### src/rtl/io_input_port.sv
// Handshake bridge from the byte source io_input to the subleq core read path.
// Optional IO_INPUT_SYNC_EN adds a 2-flop synchronizer on io_ack.
module io_input_port #(
  parameter int WORD_SIZE = 16,
  parameter int DEPTH = 4,
  parameter logic [WORD_SIZE-1:0] EOF_VALUE = {WORD_SIZE{1'b1}}
) (
  input  logic                     clk,
  input  logic                     rst,
  output logic                     io_req,
  input  logic                     io_ack,
  input  logic                     io_eof,
  input  logic [WORD_SIZE-1:0]     io_data,
  input  logic                     rd_en,
  output logic                     rd_valid,
  output logic [WORD_SIZE-1:0]     rd_data,
  output logic                     at_eof,
  output logic [$clog2(DEPTH):0]   count
);

  localparam int AW = $clog2(DEPTH);
  localparam int CW = AW + 1;

  typedef enum logic [1:0] {
    IDLE,
    REQ,
    DROP,
    EOF
  } state_t;

  state_t state;
  state_t state_n;

  logic ack_s;
  logic push;
  logic eof_hit;
  logic req_n;
  logic pop;
  logic eof_rd;
  logic svc;
  logic has_space;
  logic empty;
  logic eof_seen;

  logic [AW-1:0] wptr;
  logic [AW-1:0] rptr;
  logic [WORD_SIZE-1:0] mem [DEPTH];
  logic [WORD_SIZE-1:0] byte_word;

  logic unused_hi;
  assign unused_hi = ^io_data[WORD_SIZE-1:8];

`ifdef IO_INPUT_SYNC_EN
  logic ack_m;
  logic ack_q;

  always_ff @(posedge clk) begin
    if (rst) begin
      ack_m <= 1'b0;
      ack_q <= 1'b0;
    end else begin
      ack_m <= io_ack;
      ack_q <= ack_m;
    end
  end

  assign ack_s = ack_q;
`else
  assign ack_s = io_ack;
`endif

  assign has_space = count < CW'(DEPTH);
  assign empty     = count == '0;
  assign byte_word = {{(WORD_SIZE-8){1'b0}}, io_data[7:0]};

  // State register; reset lands in DROP so a stale ack is waited out.
  always_ff @(posedge clk) begin
    if (rst) state <= DROP;
    else     state <= state_n;
  end

  always_comb begin
    state_n = state;
    unique case (state)
      IDLE: if (has_space) state_n = REQ;
      REQ:  if (ack_s) state_n = DROP;
      DROP: if (!ack_s) state_n = eof_seen ? EOF : IDLE;
      EOF:  state_n = EOF;
      default: state_n = DROP;
    endcase
  end

  always_comb begin
    push    = 1'b0;
    eof_hit = 1'b0;
    req_n   = 1'b0;
    unique case (state)
      IDLE: req_n = has_space;
      REQ: begin
        push    = ack_s && !io_eof;
        eof_hit = ack_s && io_eof;
        req_n   = !ack_s;
      end
      DROP: req_n = 1'b0;
      EOF:  req_n = 1'b0;
      default: req_n = 1'b0;
    endcase
  end

  always_ff @(posedge clk) begin
    if (rst) io_req <= 1'b0;
    else     io_req <= req_n;
  end

  // A read is taken only when no result is in flight.
  assign svc    = rd_en && !rd_valid;
  assign pop    = svc && !empty;
  assign eof_rd = svc && empty && eof_seen;

  always_ff @(posedge clk) begin
    if (push) mem[wptr] <= byte_word;
  end

  always_ff @(posedge clk) begin
    if (rst) begin
      wptr     <= '0;
      rptr     <= '0;
      count    <= '0;
      eof_seen <= 1'b0;
      at_eof   <= 1'b0;
      rd_valid <= 1'b0;
      rd_data  <= '0;
    end else begin
      if (push) wptr <= wptr + AW'(1);
      if (pop)  rptr <= rptr + AW'(1);
      unique case ({push, pop})
        2'b10:   count <= count + CW'(1);
        2'b01:   count <= count - CW'(1);
        default: count <= count;
      endcase
      if (eof_hit) eof_seen <= 1'b1;
      at_eof   <= eof_seen && empty;
      rd_valid <= pop || eof_rd;
      if (pop)         rd_data <= mem[rptr];
      else if (eof_rd) rd_data <= EOF_VALUE;
    end
  end

endmodule

### config.mk
export PLATFORM = sky130hd
export DESIGN_NAME = io_input_port
export DESIGN_NICKNAME = d
export VERILOG_FILES = /design/src/rtl/io_input_port.sv
export SDC_FILE = /design/constraint.sdc
export NUM_CORES = 1
export LEC_CHECK = 0
export CELL_PAD_IN_SITES_DETAIL_PLACEMENT = 1
export CELL_PAD_IN_SITES_GLOBAL_PLACEMENT = 2
export CORE_UTILIZATION = 32
export CTS_CLUSTER_DIAMETER = 40
export CTS_CLUSTER_SIZE = 40
export DETAILED_ROUTE_END_ITERATION = 10
export PLACE_DENSITY_LB_ADDON = 0.1
export SLEW_MARGIN = 10
export SYNTH_ARGS = -nofsm -noshare
export SYNTH_HDL_FRONTEND = slang
export SYNTH_SLANG_ARGS = --single-unit
### constraint.sdc
create_clock -name clk -period 2.1 [get_ports clk]
set_input_delay 0.315 -clock clk [delete_from_list [all_inputs] [get_ports clk]]
set_output_delay 0.315 -clock clk [all_outputs]
set_load 0.02 [all_outputs]
* Word-level counts from Yosys, hierarchy flattened
Memory sizes are Yosys's and may differ from the RTL's. A register that Yosys moved wholly into a read port is not among the register bits. Index checks and enable logic that the tools add are counted.
Cells by class: mux-type cells 15, add/subtract/negate cells 4, equality and inequality tests 8, reductions and logical operators 18, magnitude comparators 1
Operators with widths (count):
- 16-bit 2-to-1 mux | 2
- 2-bit 2-to-1 mux | 6
- 2-bit one-hot mux with 4 select lines | 1
- 1-bit logical AND | 7
- 2-bit == test (second input constant) | 3
- 2-bit inequality test (second input constant) | 3
- 3-bit one-hot mux with 2 select lines | 1
- 2-bit by 1-bit adder with 2-bit output (second input constant) | 2
- 2-bit by 1-bit == test with 1-bit output (second input constant) | 2
- 1-bit zero test | 4
- 1-bit 2-to-1 mux | 4
- 2-bit nonzero test | 2
- 3-bit by 1-bit adder with 3-bit output (second input constant) | 1
- 3-bit zero test | 1
- 3-bit < comparator (second input constant) | 1
- 1-bit one-hot mux with 3 select lines | 1
- 3-bit AND reduction | 1
- 3-bit by 1-bit subtractor with 3-bit output (second input constant) | 1
- 2-bit zero test | 1
- 2-bit OR reduction | 1
- 1-bit logical OR | 1
Word-level totals: register bits 29, RAM bits 32, memories kept 1, output and inout bits 22, input port bits 21
Memories:
- mem | depth 4, bits a word 8, read ports 1, clocked after memory_dff 1, write ports 1, line 47 | logic [WORD_SIZE-1:0] mem [DEPTH];

* Logic depth before layout (Yosys ltp)
word-level depth 6, gate-level depth with buffers 9

* Least setup slack after synthesis
Ideal clock, no wire load.
path type register -> register, start point register count[0], end point register count[2], cell stages (with the launch flop) 10, required time 2.029 ns, setup slack -0.113 ns, period minus slack after synthesis 2.213 ns, library setup time 0.071 ns, arrival 2.142 ns, path through dfxtp_1 -> nor3_1 -> buf_4 -> nor2_1 -> ha_1 -> inv_1 -> fa_1 -> xor2_1 -> or3_1 -> a21oi_1
On the way: word-level cells in the longest chain between the ends 5, elaborated cells on any way between the ends 9, those cells by class add/sub: 2; eq/ne: 2; mux: 1; reduce/logical: 4
Ends and longest elaborated chain:
- from (decl) | line 18 | output logic [$clog2(DEPTH):0] count
- from (signal assigned) | line 137 | 2'b10: count <= count + CW'(1);
- from (signal assigned) | line 138 | 2'b01: count <= count - CW'(1);
- from (signal assigned) | line 139 | default: count <= count;
- 3-bit zero test (*) | line 73 | assign empty = count == '0;
- 1-bit zero test (*) | line 117 | assign pop = svc && !empty;
- 1-bit logical AND (*) | line 117
- named net pop | line 38 | logic pop;
- 2-bit by 1-bit == test with 1-bit output or 2-bit == test (tied branches) | line 136 | unique case ({push, pop})
- 3-bit one-hot mux with 2 select lines or 2-bit nonzero test (tied branches)
Mark *: on every way through the listed nets, which the timed path passes. The rest lies on a longest branch. A chain may end at the register's enable or synchronous reset.

* Worst setup path in the final report
start point input port rd_en, end point register count[2]
On the way: word-level cells in the longest chain between the ends 4, elaborated cells on any way between the ends 6, those cells by class eq/ne: 2; mux: 1; reduce/logical: 3
Ends and longest elaborated chain:
- from (decl) | line 14 | input logic rd_en,
- 1-bit logical AND (*) | line 116 | assign svc = rd_en && !rd_valid;
- 1-bit logical AND (*) | line 117
- named net pop | line 38
- 2-bit by 1-bit == test with 1-bit output or 2-bit == test (tied branches) | line 136
- 3-bit one-hot mux with 2 select lines or 2-bit nonzero test (tied branches)
Marks and branches as above.

==> flow_summary.json <==
{
  "start_util_pct": 33.9,
  "min_period_ns": 2.02,
  "tns_ns": 0,
  "ys_types": 36,
  "clock_sinks": 56,
  "antenna_found_initial": 0,
  "critPathArrivalTime_ns": 2.26,
  "row_count": 30,
  "drtIter0Drc": 22,
  "route.detailed.drc": 0,
  "finalHoldViolCount": 0,
  "grt.total_usage_pct": 12.6,
  "ys_seq_elements": 56,
  "antenna_left": 0,
  "p_total_w": 0.00199,
  "irDropWorstVdd_mv": 0.351,
  "mostFrequentLayoutCells": "34 x clkdlybuf4s50_1, 32 x edfxtp_1, 21 x dfxtp_1, 13 x buf_4, 10 x nor3_1",
  "synth_top_area_share_pct": 40.9,
  "die_h_um": 87.7,
  "die_area_um2": 7690,
  "htreeDepth": 2,
  "synth_area_um2": 2350,
  "vias_per_cell": 4.67,
  "post-route-util_pct": 42.8,
  "fin_cells": 303,
  "io_pins": 43,
  "required_ns": 2.34,
  "die_w_um": 87.7,
  "endpoint_kind": "flip-flop",
  "fin_hold_ws_ns": 0.505,
  "mappedNetlistNets": 192,
  "synthTopCellsByArea": "edfxtp_1 41%, dfxtp_1 20%, mux4_1 8.9%, nor3_2 3.8%, a21oi_2 3.0%",
  "criticalPathCategory": "input pin to flip-flop",
  "clock_skew_ns": 0.00335,
  "setup_viol": 0,
  "status": "completed",
  "nets": 233,
  "drtPass1Iterations": 3,
  "syn_inst": 165,
  "p_leak_nw": 0.999,
  "antenna_cells": 0,
  "cp_max_fo": 2,
  "wl_per_cell_um": 14.8,
  "drive_gt1_share_pct": 22.7,
  "startpoint_type": "input pin",
  "routabilityCongestion": 0.686,
  "gr-total-overflow": 0,
  "tightestPinTransition_ns": 0.484,
  "maxSlewHeadroom_pct": 67.7,
  "grt_pass1_wl_um": 7100,
  "p_per_area_nw_per_um2": 669,
  "vias": 1415,
  "syn_to_final_growth_pct": 26.3,
  "cap_violations": 0,
  "clock_latency_ns": 0.31,
  "core-area_um2": 6940,
  "io_buffers": 34,
  "yosys_warnings": 0,
  "grt_pass1_vias": 1448,
  "path_clk_slew_ns": 0.10,
  "synth.largest_area_cell": "edfxtp_1",
  "synth.avg_cell_area_um2": 14.2,
  "place_inst": 295,
  "period_share_pct": 96.1,
  "clock_path_buffers": 2,
  "grt_max_degree": 20,
  "holdCritPathClass": "flip-flop to flip-flop",
  "cts_buffers": 5,
  "final_common_cell": "clkdlybuf4s50_1",
  "clock.fmax_ghz": 0.495,
  "dp_hpwl_um": 3320,
  "slew_violations": 0,
  "routed_wl_um": 4490,
  "ys_seq_area_share_pct": 61.3,
  "cts_tree": "done",
  "clockRootBuffer": "clkbuf_8",
  "postCtsSetupBuffers": 0
}
## kinds of logic after synthesis
logic type	count (synthesis)	share of synthesized area (%)
compound gates	24	7.03
xor+xnor	3	1.12
fa+ha+maj	6	3.51
buf+inv	25	6.01
flops	56	61.3
mux	9	9.37
simple gates	42	11.7
## final timing paths
kind                           start                       to  slack (ns)  cells past startpoint
min          rd_data[4]$_SDFFE_PP0P_  rd_data[4]$_SDFFE_PP0P_        0.51                      2
max                            rd_en    count[2]$_SDFFE_PP0P_        0.08                      9
max reg2reg    state[1]$_SDFFE_PP1P_    count[2]$_SDFFE_PP0P_        0.14                      8
min reg2reg  rd_data[4]$_SDFFE_PP0P_  rd_data[4]$_SDFFE_PP0P_        0.51                      2
## critical path, cell delays in order
cell             delay (ns)
clkdlybuf4s50_1        0.47
nand2b_1               0.09
nor2_2                 0.15
ha_1                   0.19
inv_1                  0.06
fa_1                   0.38
xor2_1                 0.16
or3_1                  0.30
a21oi_1                0.15
## synthesized netlist by cell type, drive strengths merged
master   number
mux2i         1
a21oi        15
o31ai         1
fa            1
or3           2
o21a          1
a2111oi       1
inv           9
o22ai         1
o21ai         3
and3b         1
or4           2
clkbuf        3
xor2          2
a41oi         1
edfxtp       32
and2          4
mux4          8
xnor2         1
nor3         19
nand2b        2
a31oi         1
buf          13
ha            5
dfxtp        24
nor4bb        1
nand2         1
nor2          8
nor2b         2
## through the flow
| step | cell area [um^2] | setup slack [ns] |
|---|---|---|
| after floorplan | 2360 | 0.0157 |
| after global placement | 2870 | -0.200 |
| after detailed placement | 2870 | -0.292 |
| after CTS | 2960 | 0.0299 |
| after global routing | 2970 | -0.0108 |
| final | 2970 | 0.0813 |
## where the power goes
group	internal [W]	switching (W)	total (W)
logic	0.0000875	0.0000867	0.000174
registers	0.00118	0.0000213	0.00120
clock network	0.000244	0.000372	0.000615
## area by class of cell
cell class	instances	area, um^2
fillers	703	3980
flip-flops and latches	56	1450
multi-input cells	84	777
repair buffers	50	498
well taps	96	120
clock buffers	5	68.8
inverters	9	33.8
clock inverters	3	26.3
## per-layer routing
layer / global-route usage [%] / routed length [um]
met1: 14.8 / 2020
met2: 21.7 / 2260
met3: 2.83 / 125
met4: 6.41 / 90
met5: 0 / 0
## sequential cells by signal, indices dropped and copies added (netlist names), named ones only
register  count
io_req        1
mem          32
eof_seen      1
count         3
rd_valid      1
rptr          2
state         2
wptr          2
at_eof        1
rd_data       9
## timing repair
action	CTS	global route
setup endpoints to repair	0	2
resized for setup	0	1
hold buffers	0	0
No activity file was read; power rests on OpenSTA's default activity.
